<file path="config.mk">
export PLATFORM = sky130hd
export DESIGN_NAME = fsm_seq_detector
export DESIGN_NICKNAME = d
export VERILOG_FILES = /design/src/rtl/fsm_seq_detector.sv
export SDC_FILE = /design/constraint.sdc
export NUM_CORES = 1
export LEC_CHECK = 0
export CAP_MARGIN = 40
export CORE_MARGIN = 8
export CORE_UTILIZATION = 44
export CTS_CLUSTER_DIAMETER = 200
export DETAILED_ROUTE_END_ITERATION = 10
export PLACE_DENSITY = 0.74
export SETUP_SLACK_MARGIN = 0.3
export SYNTH_ARGS = -nofsm -noshare
export SYNTH_HDL_FRONTEND = slang
export SYNTH_SLANG_ARGS = --single-unit
</file>
<file path="constraint.sdc">
create_clock -name clk -period 2.07 [get_ports clk]
set_input_delay 0.414 -clock clk [delete_from_list [all_inputs] [get_ports clk]]
set_output_delay 0.414 -clock clk [all_outputs]
set_load 0.01 [all_outputs]
</file>
<file path="src/rtl/fsm_seq_detector.sv">
// fsm_seq_detector: serial PATTERN detector (MSB first) with Mealy/Moore match and saturating count.
// Optional idle-timeout abandonment is built only when SEQDET_TIMEOUT_EN is defined.
module fsm_seq_detector #(
  parameter int unsigned PAT_LEN     = 4,
  parameter logic [31:0] PATTERN     = 4'b1011,
  parameter bit          OVERLAP     = 1'b1,
  parameter int unsigned CNT_W       = 8,
  parameter int unsigned TIMEOUT_CYC = 8
) (
  input  logic             clk,
  input  logic             reset,
  input  logic             clear,
  input  logic             din_valid,
  input  logic             din,
  output logic             match,
  output logic             match_q,
  output logic             busy,
  output logic [CNT_W-1:0] match_count,
  output logic             timeout
);

  localparam int unsigned PW   = (PAT_LEN > 2) ? $clog2(PAT_LEN) : 1;
  localparam int unsigned NS_W = 2 * PAT_LEN * PW;

  typedef enum logic {
    ST_IDLE    = 1'b0,
    ST_PARTIAL = 1'b1
  } state_e;

  if ((PAT_LEN < 2) || (PAT_LEN > 16)) begin : g_len_chk
    $error("fsm_seq_detector: PAT_LEN must be within 2..16");
  end
  if ((PATTERN >> PAT_LEN) != '0) begin : g_pat_chk
    $error("fsm_seq_detector: PATTERN is wider than PAT_LEN");
  end
  if (TIMEOUT_CYC < 1) begin : g_tmo_chk
    $error("fsm_seq_detector: TIMEOUT_CYC must be >= 1");
  end

  // Pattern bit i in arrival order (i = 0 arrives first).
  function automatic logic pat_bit(input int unsigned i);
    logic [31:0] sh;
    sh = PATTERN >> (PAT_LEN - 1 - i);
    return sh[0];
  endfunction

  // Longest proper pattern prefix that is a suffix of (first k pattern bits, then b).
  function automatic int unsigned border(input int unsigned k, input logic b);
    int unsigned best;
    logic        ok;
    logic        s;
    best = 0;
    for (int unsigned l = 1; l <= k; l++) begin
      ok = 1'b1;
      for (int unsigned m = 0; m < l; m++) begin
        s = ((k + 1 - l + m) == k) ? b : pat_bit(k + 1 - l + m);
        if (s != pat_bit(m)) ok = 1'b0;
      end
      if (ok) best = l;
    end
    return best;
  endfunction

  function automatic int unsigned next_prog(input int unsigned k, input logic b);
    int unsigned nxt;
    if (b == pat_bit(k)) begin
      if (k < PAT_LEN - 1) nxt = k + 1;
      else                 nxt = OVERLAP ? border(k, b) : 0;
    end else begin
      nxt = border(k, b);
    end
    return nxt;
  endfunction

  function automatic logic [NS_W-1:0] build_ns();
    logic [NS_W-1:0] t;
    t = '0;
    for (int unsigned k = 0; k < PAT_LEN; k++) begin
      for (int unsigned b = 0; b < 2; b++) begin
        t[(2*k + b)*PW +: PW] = PW'(next_prog(k, b[0]));
      end
    end
    return t;
  endfunction

  // Slot (2*prog + din) holds the next progress value for that state/input pair.
  localparam logic [NS_W-1:0] NS_TAB   = build_ns();
  localparam logic [PW-1:0]   LAST     = PW'(PAT_LEN - 1);
  localparam logic            LAST_BIT = pat_bit(PAT_LEN - 1);

  logic [PW-1:0]    prog_q, prog_d, ns_sel;
  state_e           state_q, state_d;
  logic [CNT_W-1:0] cnt_q, cnt_d;
  logic             tmo_hit;

  assign match       = din_valid && !clear && (prog_q == LAST) && (din == LAST_BIT);
  assign busy        = (state_q == ST_PARTIAL);
  assign match_count = cnt_q;

  always_comb begin
    ns_sel = prog_q;
    for (int unsigned k = 0; k < PAT_LEN; k++) begin
      if (prog_q == PW'(k)) begin
        ns_sel = din ? NS_TAB[(2*k + 1)*PW +: PW] : NS_TAB[(2*k)*PW +: PW];
      end
    end
  end

  always_comb begin
    prog_d = prog_q;
    cnt_d  = cnt_q;
    if (clear) begin
      prog_d = '0;
      cnt_d  = '0;
    end else begin
      if (din_valid)    prog_d = ns_sel;
      else if (tmo_hit) prog_d = '0;
      if (match && (cnt_q != '1)) cnt_d = cnt_q + 1'b1;
    end
    state_d = (prog_d != '0) ? ST_PARTIAL : ST_IDLE;
  end

  always_ff @(posedge clk or posedge reset) begin
    if (reset) begin
      prog_q  <= '0;
      state_q <= ST_IDLE;
      cnt_q   <= '0;
      match_q <= 1'b0;
    end else begin
      prog_q  <= prog_d;
      state_q <= state_d;
      cnt_q   <= cnt_d;
      match_q <= match;
    end
  end

`ifdef SEQDET_TIMEOUT_EN
  localparam int unsigned TW = $clog2(TIMEOUT_CYC + 1);

  logic [TW-1:0] idle_q, idle_d;
  logic          tmo_q, tmo_d;

  // The cycle that would bring the idle count to TIMEOUT_CYC fires the timeout instead.
  always_comb begin
    idle_d  = '0;
    tmo_d   = 1'b0;
    tmo_hit = 1'b0;
    if (!clear && !din_valid && (state_q == ST_PARTIAL)) begin
      if (idle_q == TW'(TIMEOUT_CYC - 1)) begin
        tmo_hit = 1'b1;
        tmo_d   = 1'b1;
      end else begin
        idle_d = idle_q + 1'b1;
      end
    end
  end

  always_ff @(posedge clk or posedge reset) begin
    if (reset) begin
      idle_q <= '0;
      tmo_q  <= 1'b0;
    end else begin
      idle_q <= idle_d;
      tmo_q  <= tmo_d;
    end
  end

  assign timeout = tmo_q;
`else
  assign tmo_hit = 1'b0;
  assign timeout = 1'b0;
`endif

endmodule
</file>
== After elaboration in Yosys (flattened, before gate mapping) ==
Index checks and enable logic that the tools add are counted.

* Logic and storage cells: 29
* Register bits: 12
* Output and inout port bits: 12
* Bits of input ports: 5

* Multiplexer cells: 12
* Equality and inequality tests: 4
* Reductions and logical operators: 8
* $add $sub $neg: 1

{| class="wikitable"
|+ Operators by type and width
! kind !! number
|-
| $mux W2 || 8
|-
| $mux W8 || 2
|-
| $add A8 B1 Y8 const B || 1
|-
| $ne A8 B8 Y1 const B || 1
|-
| $eq A2 B2 Y1 const B || 2
|-
| $logic_and A1 B1 Y1 || 4
|-
| $reduce_bool A2 Y1 || 2
|-
| $eq A2 B1 Y1 const B || 1
|-
| $logic_not A2 Y1 || 1
|-
| $mux W1 || 2
|-
| $logic_not A1 Y1 || 1
|}

== Logic depth before layout (Yosys ltp) ==
Gate-level depths: netlist (run 1).

* Word-level depth: 9
* Gate-level depth with buffers: 5
* Mapped depth without buffers: 5

== Least setup slack after synthesis (run 1) ==
No wires, ideal clock.

* Path kind: reg2reg
* From: register cnt_q[0] (netlist: match_count[0])
* To: register cnt_q[5] (netlist: match_count[5])
* Clock period less this slack: 1499 ps
* Buffers on the path: 0
* Cell stages (with the launch flop): 6
* Setup time: 78 ps
* Required time: 1992 ps
* Data arrival time: 1421 ps
* Setup slack: 571 ps
* Cells stage by stage: dfrtp_1 ha_1 nand4_1 o211ai_4 or3_1 a21oi_1

* Longest elaborated chain between the ends: 3
* Elaborated cells on any way between the ends: 6
* Classes of those cells: 1 x add/sub; 1 x eq/ne; 2 x mux; 2 x reduce/logical

{| class="wikitable"
|+ RTL lines
! what !! line !! text
|-
| from (decl) || 93 || <nowiki>logic [CNT_W-1:0] cnt_q, cnt_d;</nowiki>
|-
| from (signal assigned) || 132 || <nowiki>cnt_q <= cnt_d;</nowiki>
|-
| $add A8 B1 Y8 / $ne A8 B8 Y1 (equally long branches) || 118 || <nowiki>if (match && (cnt_q != '1)) cnt_d = cnt_q + 1'b1;</nowiki>
|-
| $mux W8 / $logic_and A1 B1 Y1 (equally long branches) || 118 ||
|-
| $mux W8 / $reduce_bool A2 Y1 (equally long branches) || - ||
|}

Parallel ways exist; a longest one is shown, timed or not. The select of a mux whose other input is x is not followed.
A chain may end at the register's enable or synchronous reset.

== Worst setup path in the final report (run 1) ==
* From: register cnt_q[6] (netlist: match_count[6])
* To: output match_count[6]

{| class="wikitable"
|+ RTL lines
! what !! line !! text
|-
| to (decl) || 18 || <nowiki>output logic [CNT_W-1:0] match_count,</nowiki>
|}

No word-level cell between the ends.

==> results.md, run 1 <==
* Period Utilization, post-route at 81.3%
* First-pass GRT wire length at 2300 µm
* Detail Placement HPWL at 1020 µm
* Clock transition at the registers of the reported paths at 0.08 ns
* WL per Instance at 13.8 µm
* Max VDD drop at 0.000337 V
* H-tree Lvls at 1
* Total gr overflow at 0
* Slowest CP cell: clkdlybuf4s50_1
* # port buffers at 15
* Initial core utilization at 46.6%
* Placed insts at 96
* Type of origin of the critical path: register
* Power, Total at 461 µW
* # setup viols final at 0
* Number of global-route vias before repair at 534
* Max Clock Freq at 594 MHz
* Final hold slack at 0.440 ns
* Status: finished clean
* Antenna viol nets, final at 0
* First-iteration detailed-routing DRC count at 10
* CTS Sinks at 12
* R2R setup slack at 0.47 ns
* R2R depth at 5
* Synth top cells by count: dfrtp_1 (12), a21oi_1 (5), inv_1 (5)
* Clock latency on the worst-skew pair at 0.28 ns
* Layout Cells excl Fill at 102
* Delay-heaviest family, CP: buffers and inverters
* Top cells by area, synth: dfrtp_1 (49%), a21oi_1 (4.1%), o211ai_4 (3.5%)
* Max Cap Viol at 0
* Die W at 53.1 µm
* Ant diodes at 0
* Crit path time final at 1.68 ns
* Dominant cell type by area after synthesis: dfrtp_1
* Syn Nets at 68
* Antenna violations before repair at 0
* Clock root cell: clkbuf_4
* Warnings from Yosys at 0
* Cell Chain, Critical Path: clkdlybuf4s50_1
* Pwr Density at 541 nW/µm²
* Setup CP Type: reg -> out
* Cell Area, Synth at 607 µm²
* Leak at 0.000392 µW
* Hold-fix buffer count after cts at 0
* GPL Wtd Cong at 0.817
* Syn Inst Count at 62
* Most frequent cell after synthesis: dfrtp_1
* Worst Skew at 0.00276 ns
* Critical path data required time at 1.66 ns
* Share of the synthesized area in the top cell type at 49.5%
* Layout area overhead at 40.4%
* Max incr delay on CP at 0.57 ns
* Final hold viol count at 0
* Async SR Flop Fraction at 100%
* Largest net degree at the start of global routing at 13
* DP Area at 810 µm²
* Final nets at 94
* Hold Crit Class: in -> async
* GRT Util Overall at 10.8%
* Mean Syn Cell Area at 9.79 µm²
* Register area share after synthesis at 49.5%
* Register bit count reported by yosys at 12
* Ys flop type: dfrtp_1
* RSZ-0062 raised after global routing: no
* PnR worst setup slack at 0.387 ns
* Top-level I/O count at 17
* Die H at 53.1 µm
* FP Rows at 13
* Number of remaining DRC errors at 0
* Critical R2R Launch: match_count[0]$_DFFE_PP0P_
* Layout cell share with drive strength beyond 1 at 19.5%
* Max-slew violations at 0
* Vias post-DR at 554
* Buffers plus inverters on the worst setup path at 1
* Die Area at 2820 µm²
* CTS buffer count at 3
* Worst EP arrival at 1.27 ns
* Drt pass-1 iters at 4
* Total core area at 1300 µm²
* RR Endpoint: match_count[5]$_DFFE_PP0P_
* Design area at 852 µm²
* Vias per inst at 5.43
* Post-synth EDFFs at 0
* Critical-path maximum fanout at 5
* Placement Setup Slack at -0.150 ns
* Unique masters post-synth at 25
* Clock tree buffer depth at 2
* Final WL at 1410 µm
* CTS tree: built
* Crit. End Element: output port
==> layout make-up <==
type,count,area [µm²]
Fill cell,112,449
Sequential cell,12,300
Inverter,5,18.8
Clock buffer,4,36.3
Timing Repair Buffer,23,201
Multi-Input combinational cell,43,277
Tap cell,15,18.8
==> flip-flops by register name, indices dropped and copies added, names as in the netlist <==
name and flops:
match_q 1, busy 1, prog_q 2, match_count 8
==> cell usage in the layout (no fill, tap or decap) <==
cell type / n
nor3_1: 1
clkdlybuf4s50_1: 11
conb_1: 1
or2_2: 1
mux2_2: 1
buf_4: 8
mux2i_1: 2
and2_1: 1
buf_2: 1
dlygate4sd2_1: 3
o211ai_4: 1
nand3_1: 3
a311oi_1: 2
ha_1: 1
inv_1: 5
a31oi_1: 3
dfrtp_1: 12
nor2_1: 4
or3_1: 3
clkbuf_8: 1
clkbuf_4: 3
a21oi_1: 5
and4b_2: 1
nand4_1: 1
and3_1: 1
o21ai_0: 4
xor2_1: 1
nor2b_1: 2
nand2_1: 4
==> worst max-delay path by stage <==
stage | cells after the start | endpoint | startpoint | slack, ns
2_1_floorplan | 5 | match_count[5]$_DFFE_PP0P_ | match_count[0]$_DFFE_PP0P_ | 0.57
4_1_cts | 1 | match_count[6] | match_count[6]$_DFFE_PP0P_ | 0.38
6_report | 1 | match_count[6] | match_count[6]$_DFFE_PP0P_ | 0.39
5_1_grt | 1 | match_count[6] | match_count[6]$_DFFE_PP0P_ | 0.34
3_5_place_dp | 5 | match | din | -0.15
3_3_place_gp | 5 | match | din | -0.14
==> layer usage <==
layer	part of all wire (%)	global-route usage, %
met1	43	12.6
met2	48	18.2
met3	6.4	1.68
met4	2.2	6.30
met5	0	0
==> what timing repair did <==
| action | 4_1_cts | 5_1_grt |
|---|---|---|
| buffers inserted | 2 | 0 |
| endpoints found under the setup margin | 1 | 0 |
| resized for setup | 7 | 0 |
==> through the flow <==
step | setup TNS [ns] | util [%]
2_1_floorplan | 0 | -
3_3_place_gp | -0.139 | 62.2
3_5_place_dp | -0.150 | 62.2
4_1_cts | 0 | 65.5
5_1_grt | 0 | 65.5
6_report | 0 | 65.5
==> power breakdown <==
group          internal, µW  switching (µW)
logic                  14.5            16.8
registers               237            2.47
clock network           107            83.1
==> cells by family after synthesis <==
logic type | count (synthesis) | share of synthesized area, %
and+or+nand+nor | 22 | 19.4
AOI/OAI and AO/OA | 15 | 16.9
DFF | 12 | 49.5
buffers and inverters | 7 | 4.95
muxes | 3 | 5.15
adders and majority gates | 1 | 2.06
other | 1 | 0.618
xor gates and xnor gates | 1 | 1.44
No activity file was read; power rests on OpenSTA's default activity.
==> run 2: changes to the inputs <==
--- a/config.mk
+++ b/config.mk
@@ -7,10 +7,10 @@
 export LEC_CHECK = 0
 export CAP_MARGIN = 40
 export CORE_MARGIN = 8
-export CORE_UTILIZATION = 44
+export CORE_UTILIZATION = 40
 export CTS_CLUSTER_DIAMETER = 200
 export DETAILED_ROUTE_END_ITERATION = 10
-export PLACE_DENSITY = 0.74
+export PLACE_DENSITY = 0.71
 export SETUP_SLACK_MARGIN = 0.3
 export SYNTH_ARGS = -nofsm -noshare
 export SYNTH_HDL_FRONTEND = slang
==> constraint.sdc (replaced) <==
create_clock -name clk -period 1.53 [get_ports clk]
set_input_delay 0.306 -clock clk [delete_from_list [all_inputs] [get_ports clk]]
set_output_delay 0.306 -clock clk [all_outputs]
set_load 0.01 [all_outputs]
==> run 2 against run 1 <==
Largest cell class is now multi-input combinational cells; sequential share of layout area shrank 5.2 points; sequential cell count stayed put; combinational power increased by 47%; largest power group unchanged; utilization grew 3.0 points; critical path depth rose by 4; sequential power grew 34%; via count increased by 8.8%; first-iteration DRC count decreased by 50%.
==> results.md, run 2 (same netlist as run 1, synthesis figures left out) <==
* Area of the multi-input gates at 333 µm² (+20%)
* Top-level I/O count at 17 (unchanged)
* Setup CP Type: reg -> reg
* Max VDD drop at 0.000390 V (+16%)
* Post-layout util at 68.5% (+3.0 points)
* Final nets at 106 (+13%)
* Crit. End Element: register
* # setup viols final at 0 (unchanged)
* Cell Chain, Critical Path: buf_4, nand3_2, or2_4, nor3_4, mux2_4
* Clock latency on the worst-skew pair at 0.27 ns (about the same)
* Antenna violations before repair at 0 (unchanged)
* Die W at 55.0 µm (+3.4%)
* Clock root cell: clkbuf_4
* Detail Placement HPWL at 1110 µm (+8.1%)
* Register area at 303 µm² (+0.83%)
* Layout Cells excl Fill at 115 (+13%)
* Pwr Density at 622 nW/µm² (+15%)
* CTS tree: built
* Vias post-DR at 603 (+8.8%)
* Die Area at 3020 µm² (+6.9%)
* Max reg flops at 8 (unchanged)
* DP Area at 887 µm² (+9.6%)
* Initial core utilization at 41.2% (-5.4 points)
* H-tree Lvls at 1 (unchanged)
* Worst Skew at 0.00274 ns (-0.0000269 ns)
* Hold Crit Class: in -> async
* Layout cell share with drive strength beyond 1 at 46.5% (+27 points)
* Max Clock Freq at 699 MHz
* Number of global-route vias before repair at 582 (+9.0%)
* Critical-path maximum fanout at 3 (-2)
* Design area at 1010 µm² (+18%)
* GRT Util Overall at 11.2% (+0.37 points)
* Period Utilization, post-route at 93.5%
* Die H at 55.0 µm (+3.4%)
* Crit path time final at 1.43 ns
* Hold-fix buffer count after cts at 0 (unchanged)
* Leak at 0.000487 µW (+24%)
* Clock transition at the registers of the reported paths at 0.08 ns (about the same)
* Most frequent cells in the layout: buf_4 (17), dfrtp_1 (10), buf_6 (6)
* Buffers plus inverters on the worst setup path at 1 (unchanged)
* Total gr overflow at 0 (unchanged)
* Filler cell count at 122 (+8.9%)
* WL per Instance at 14.2 µm (+2.6%)
* Ant diodes at 0 (unchanged)
* Delay-heaviest family, CP: simple AND/OR/NAND/NOR gates
* Final WL at 1630 µm (+16%)
* Leading cell type in the layout, fill and taps excluded: buf_4
* Number of remaining DRC errors at 0 (unchanged)
* Vias per inst at 5.24 (-3.5%)
* First-iteration detailed-routing DRC count at 5 (-5)
* First-pass GRT wire length at 2420 µm (+5.1%)
* Slowest CP cell: dfrtp_1
* CTS Sinks at 12 (unchanged)
* Status: finished clean
* Total core area at 1470 µm² (+13%)
* Clock tree buffer depth at 2 (unchanged)
* GPL Wtd Cong at 0.762 (-6.8%)
* CTS buffer count at 3 (unchanged)
* # port buffers at 15 (unchanged)
* Final hold slack at 0.337 ns (-0.103 ns)
* Final hold viol count at 0 (unchanged)
* Type of origin of the critical path: register
* Max Cap Viol at 0 (unchanged)
* Antenna viol nets, final at 0 (unchanged)
* Drt pass-1 iters at 2 (-2)
* Max incr delay on CP at 0.39 ns (-0.18 ns)
* Layout area overhead at 66.0%
* RSZ-0062 raised after global routing: yes
* Largest net degree at the start of global routing at 13 (unchanged)
* Max-slew violations at 0 (unchanged)
* Placed insts at 104 (+8.3%)
* Worst EP arrival at 1.60 ns (+0.33 ns)
* Critical path data required time at 1.70 ns (+0.04 ns)
* FP Rows at 14 (+1)
[run 2: final timing paths]
path,from,slack (ns),depth (start not counted),endpoint
setup reg to reg,match_count[1]$_DFFE_PP0P_,0.1,5,match_count[7]$_DFFE_PP0P_
min in group clk,clear,0.51,3,match_count[2]$_DFFE_PP0P_
hold reg to reg,prog_q[1]$_DFF_PP0_,0.65,3,match_q$_DFF_PP0_
max in group asynchronous,reset,0.86,2,match_count[2]$_DFFE_PP0P_
hold / removal,reset,0.34,2,busy$_DFF_PP0_
setup / recovery,match_count[1]$_DFFE_PP0P_,0.1,5,match_count[7]$_DFFE_PP0P_
[run 2: layer usage]
layer  vias to the layer above  GRT usage [%]  routed length (µm)
met3                         2           1.87                  73
met2                        10           20.0                 915
met1                       294           11.8                 629
met4                         0           7.20                  14
met5                         -              0                   0
li1                        297              -                   -
[run 2: cell type report]
class,count,share of cell area [%]
inverter,5,1.86
clock buffer,4,3.60
multi-input combinational,43,33.0
timing repair buffer,35,29.4
tap,16,1.99
sequential,12,30.1
[run 2: repair_timing]
item / 4_1_cts / 5_1_grt
pin swaps: 5 / 5
endpoints found under the setup margin: 19 / 12
hold endpoints to repair: 0 / 0
setup buffers: 6 / 1
gates resized for setup: 41 / 9
[run 2: per-stage QoR]
stage,setup WS [ns],setup TNS (ns),power [µW]
2_1_floorplan,0.0907,0,350
3_3_place_gp,-0.456,-1.91,378
3_5_place_dp,-0.467,-2.00,378
4_1_cts,0.0839,0,637
5_1_grt,0.0322,0,654
6_report,0.0999,0,627
[run 2: report_power, final]
part | leakage (µW) | switching, µW | internal (µW)
Combinational | 0.000303 | 25.0 | 21.0
Clock | 0.0000210 | 114 | 145
Sequential | 0.000163 | 1.53 | 321
==> patch 1 (config.mk and constraints of run 2) <==
Add an input register stage for `din`, without a reset; this delays it by one clock. The other inputs are not delayed to match.
--- a/src/rtl/fsm_seq_detector.sv
+++ b/src/rtl/fsm_seq_detector.sv
@@ -28,2 +28,8 @@
   } state_e;
+
+  logic din_q;
+
+  always_ff @(posedge clk) begin
+    din_q <= din;
+  end
 
@@ -95,3 +101,3 @@
 
-  assign match       = din_valid && !clear && (prog_q == LAST) && (din == LAST_BIT);
+  assign match       = din_valid && !clear && (prog_q == LAST) && (din_q == LAST_BIT);
   assign busy        = (state_q == ST_PARTIAL);
@@ -103,3 +109,3 @@
       if (prog_q == PW'(k)) begin
-        ns_sel = din ? NS_TAB[(2*k + 1)*PW +: PW] : NS_TAB[(2*k)*PW +: PW];
+        ns_sel = din_q ? NS_TAB[(2*k + 1)*PW +: PW] : NS_TAB[(2*k)*PW +: PW];
       end
Behaviour: not the same (a bounded check fails within 4 cycles, from zero or initial values and one cycle with reset high).
==> patch 1 against run 2 <==
- synthesized area grew 7.6%
- sequential cell count grew 1
- setup slack gained 0.0095 ns
- largest cell class unchanged
- wire length grew 23%
- maximum frequency grew 0.67%
- core utilization grew 4.6 points
- design area grew 11%
- critical endpoint is now match_count[5]
- total power shrank 2.1%
==> patch 1: results (changes against run 2) <==
| Metric | Value |
|---|---|
| Status | complete, no violations |
| Critical-path top delay cell | dfrtp_2 |
| First-pass DRT Iterations | 4 (+2) |
| Synth top cells by count | dfrtp_1 (12), nand2_1 (5), nand3_1 (5) |
| FF-to-FF Start | match_count[0] |
| Sequential-to-total area share from yosys stat | 49.04% (-0.44 points) |
| Total GRT Usage | 12.45% (+1.3 points) |
| Max VDD drop | 0.0006503 V (+67%) |
| Yosys cell types | 34 (+36%) |
| Largest fanout on the critical path | 4 (+1) |
| Routability cong. | 0.7759 (+1.9%) |
| Worst path max stage delay | 0.43 ns (+0.04 ns) |
| Setup slack after placement | -0.4491 ns (+0.01782 ns) |
| Vias in the first global route | 716 (+23%) |
| Critical Path AT | 1.57 ns (-0.03 ns) |
| H-tree depth | 1 (unchanged) |
| Setup Skew | 0.004234 ns (+0.001498 ns) |
| First-pass GRT wire length | 3291 um (+36%) |
| Post-synth net total | 67 (-1.5%) |
| Nets@finish | 111 (+4.7%) |
| Asr flop ratio synth | 92.31% (-7.7 points) |
| DP HPWL | 1166 um (+5.2%) |
| Reg2reg end | match_count[5] |
| DRT Wirelength | 2011 um (+23%) |
| Layout cells sized above 1 | 55.77% (+9.3 points) |
| Largest cells by area after synthesis | dfrtp_1 (46%), o311ai_1 (4.0%), nand3_1 (3.8%) |
[patch 1: timing repair]
item / CTS / global route
buffers inserted: 14 / 3
hold buffers: 0 / 0
setup endpoints to repair: 19 / 15
pin swaps: 11 / 6
resized for setup: 46 / 10
[patch 1: per-layer routing]
layer	up-vias	wire, um	track usage, %
li1	313	-	-
met3	2	94	3.371
met5	-	0	0
met2	23	1014	21.08
met4	0	10	3.093
met1	315	891	15.09
[patch 1: how the worst max path moves through the flow]
stage | end | slack, ns | start | depth (start not counted)
after floorplan | match_count[3] | 0.06 | match_count[1] | 5
after global placement | match | -0.44 | din_valid | 5
after detailed placement | match | -0.45 | din_valid | 5
after CTS | match | 0.10 | prog_q[0] | 4
after global routing | match_count[5] | 0.06 | match_count[0] | 5
final | match_count[5] | 0.11 | match_count[0] | 5
[patch 1: logic make-up after synthesis]
logic type	synth area share [%]
buf+inv	5.939
flops	49.04
other cells	0.5742
compound gates	18.39
simple gates	20.88
mux	3.257
fa+ha+maj	1.915
[patch 1: power by group through the flow]
stage	clock network, mW	logic, mW	registers (mW)
final	0.213	0.0483	0.352
after detailed placement	0	0.0485	0.359
after CTS	0.214	0.0474	0.352
after global placement	0	0.0475	0.358
after global routing	0.233	0.0542	0.353
after floorplan	0	0.0185	0.359
[patch 1: area by class of cell]
cell class / count / area (um^2)
timing repair buffer: 41 / 351.6
sequential: 13 / 322.8
multi-input combinational: 42 / 372.9
fill: 103 / 410.4
inverter: 4 / 20.02
clock buffer: 4 / 26.28
tap: 16 / 20.02
[patch 1: stage by stage]
step                hold slack, ns  instance area, um^2  std cells  TNS [ns]
global route                0.4061                 1114        120         0
global placement            0.4981                887.1         99    -1.718
detailed placement          0.5084                887.1         99    -1.925
floorplan                   0.1706                668.1         61         0
finish                      0.3432                 1114        120         0
CTS                         0.3596                 1084        117         0
==> patch 2 (flow settings as in run 2) <==
Without the edit above. The parameter `PAT_LEN` goes from 4 to 8.
--- a/src/rtl/fsm_seq_detector.sv
+++ b/src/rtl/fsm_seq_detector.sv
@@ -3,3 +3,3 @@
 module fsm_seq_detector #(
-  parameter int unsigned PAT_LEN     = 4,
+  parameter int unsigned PAT_LEN     = 8,
   parameter logic [31:0] PATTERN     = 4'b1011,
Function: changed (a bounded check fails within 4 cycles, from zero or initial values and one cycle with reset high).
==> patch 2 against run 2 <==
- design area is 31% higher
- worst hold slack better by 0.016 ns
- critical path type unchanged
- synthesized area is 26% higher
- setup slack better by 0.028 ns
- via count is 27% higher
- total power is 1.5% higher
- wire length is 43% higher
- clock skew is 0.0040 ns higher
- largest cell class unchanged
- global-route usage is 1.6 points higher
- synthesized cell count is 23% higher
- highest routed layer unchanged
- sequential cell count is 1 higher
==> patch 2: results (changes against run 2) <==
| Metric | Value |
|---|---|
| Signal buf overhead | 26.49% (-3.0 points) |
| H-tree depth | 1 (unchanged) |
| Fillers | 146 (+20%) |
| First-pass GRT wire length | 3553 um (+47%) |
| Multi-input combinational area share | 43.24% (+10 points) |
| Post-CTS Setup Repair Bufs | 15 (+9) |
| Seq. pwr | 351 uW (+9.0%) |
| Sequential-to-total area share from yosys stat | 42.48% (-7.0 points) |
| Routability cong. | 0.8252 (+8.3%) |
| Total CTS buffers | 3 (unchanged) |
| Invs w/o clock | 2 (-3) |
| #MultiIn Comb | 59 (+37%) |
| Fraction of power spent switching nets | 24.00% (+1.6 points) |
| Clock transition at path regs | 0.08 ns (about the same) |
| Number of synthesized register bits | 13 (+1) |
| Power share of the combinational group | 11.6% (+4.3 points) |
| Cts repair resizes | 55 (+34%) |
| Clock buffer depth | 2 (unchanged) |
| Worst Hold Class | in2async |
| Layout cells sized above 1 | 61.34% (+15 points) |
| R2R Setup Slk | 0.13 ns (+0.03 ns) |
| Nets@finish | 126 (+19%) |
| DP HPWL | 1346 um (+22%) |
| Clk_lat worst skew | 0.27 ns (about the same) |
| Signal buffers | 41 (+17%) |
| Largest cells by area after synthesis | dfrtp_1 (42%), nand2_1 (3.4%), and4_1 (3.4%) |
| Initial antenna violation count | 0 (unchanged) |
| FF-to-FF Start | prog_q[2] |
| Setup Skew | 0.006713 ns (+0.003977 ns) |
| Synth top cells by count | dfrtp_1 (13), nand2_1 (7), a21oi_1 (4), nand2b_1 (4), nor2_1 (4) |
| First-pass DRT Iterations | 4 (+2) |
| DRT Wirelength | 2332 um (+43%) |
| Largest net degree at the start of global routing | 14 (+1) |
| Sequential cell area share | 25.17% (-4.9 points) |
| Clock buf/inv share | 1.987% (-1.6 points) |
| Max FFs per register | 8 (unchanged) |
| Placed instance count | 123 (+18%) |
| Mean area per synthesized cell | 10.08 um^2 (+2.9%) |
| Initial DRC count | 21 (+16) |
| Diode count | 0 (unchanged) |
| Leak | 0.6091 nW (+25%) |
| Non-filler cells, final | 146 (+27%) |
| Yosys cell types | 34 (+36%) |
| Root Buffer | clkbuf_4 |
| DR vias/cell | 5.240 (about the same) |
| Largest fanout on the critical path | 7 (+4) |
| Reg2reg end | match_count[5] |
| Critical Path AT | 1.60 ns (about the same) |
| CP delay by family, top | simple AND/OR/NAND/NOR gates |
| Ys flop type | dfrtp_1 |
| Max VDD drop | 0.0003379 V (-13%) |
| Worst path max stage delay | 0.39 ns (about the same) |
| Vias in the first global route | 779 (+34%) |
| Total GRT Usage | 12.81% (+1.6 points) |
| Status | complete, no violations |
| Post-synth net total | 82 (+21%) |
| Register-to-Register Path Depth | 5 (unchanged) |
-- patch 2: cell types whose count changed in the layout (fill, tap and decap cells not counted), sizes merged, moves of 2 or more --
cell and change:
nand2b +4, nand2 +3, nand4b +3, buf +7, and4 +3, a311oi -2
a211oi +2, inv -3
-- patch 2: worst max path at each step --
stage	from	to	slack, ns	cells past startpoint
2_1_floorplan	match_count[3]	match_count[4]	0.19	4
3_3_place_gp	din	match	-0.47	4
3_5_place_dp	din	match	-0.48	4
4_1_cts	prog_q[0]	match	0.15	3
5_1_grt	din	busy	0.05	6
6_report	prog_q[2]	match_count[5]	0.13	5
-- patch 2: stage by stage --
stage                     hold slack (ns)  instance area (um^2)  total power, mW  setup WS, ns
final                              0.3533                  1323           0.6359        0.1277
after detailed placement           0.5296                  1015           0.4192       -0.4814
after global routing               0.4137                  1323           0.6639       0.05437
after CTS                          0.3689                  1226           0.6319        0.1523
after floorplan                    0.1826                 798.3           0.3877        0.1882
after global placement             0.5159                  1015           0.4178       -0.4665
-- patch 2: cells by family (layout without fill, tap and decap cells) --
kind of cell / Yosys count / after routing / synth area share, %
AO/OA/AOI/OAI: 15 / 15 / 13.73
XOR/XNOR: 2 / 2 / 2.288
adder cells (fa/ha/maj): 1 / 1 / 1.634
buffers and inverters: 4 / 47 / 3.595
flip-flops: 13 / 13 / 42.48
multiplexers: 3 / 3 / 4.575
other: 1 / 1 / 0.4897
AND/OR/NAND/NOR: 37 / 37 / 31.21
-- patch 2: per-layer routing --
metal / wire length, um / part of all wire, % / GRT usage, % / up-vias
met5: 0 / 0 / 0 / -
met4: 34 / 1.5 / 4.082 / 0
met3: 69 / 3.0 / 2.581 / 4
met2: 1284 / 55 / 23.23 / 16
met1: 943 / 40 / 14.43 / 380
li1: - / - / - / 365
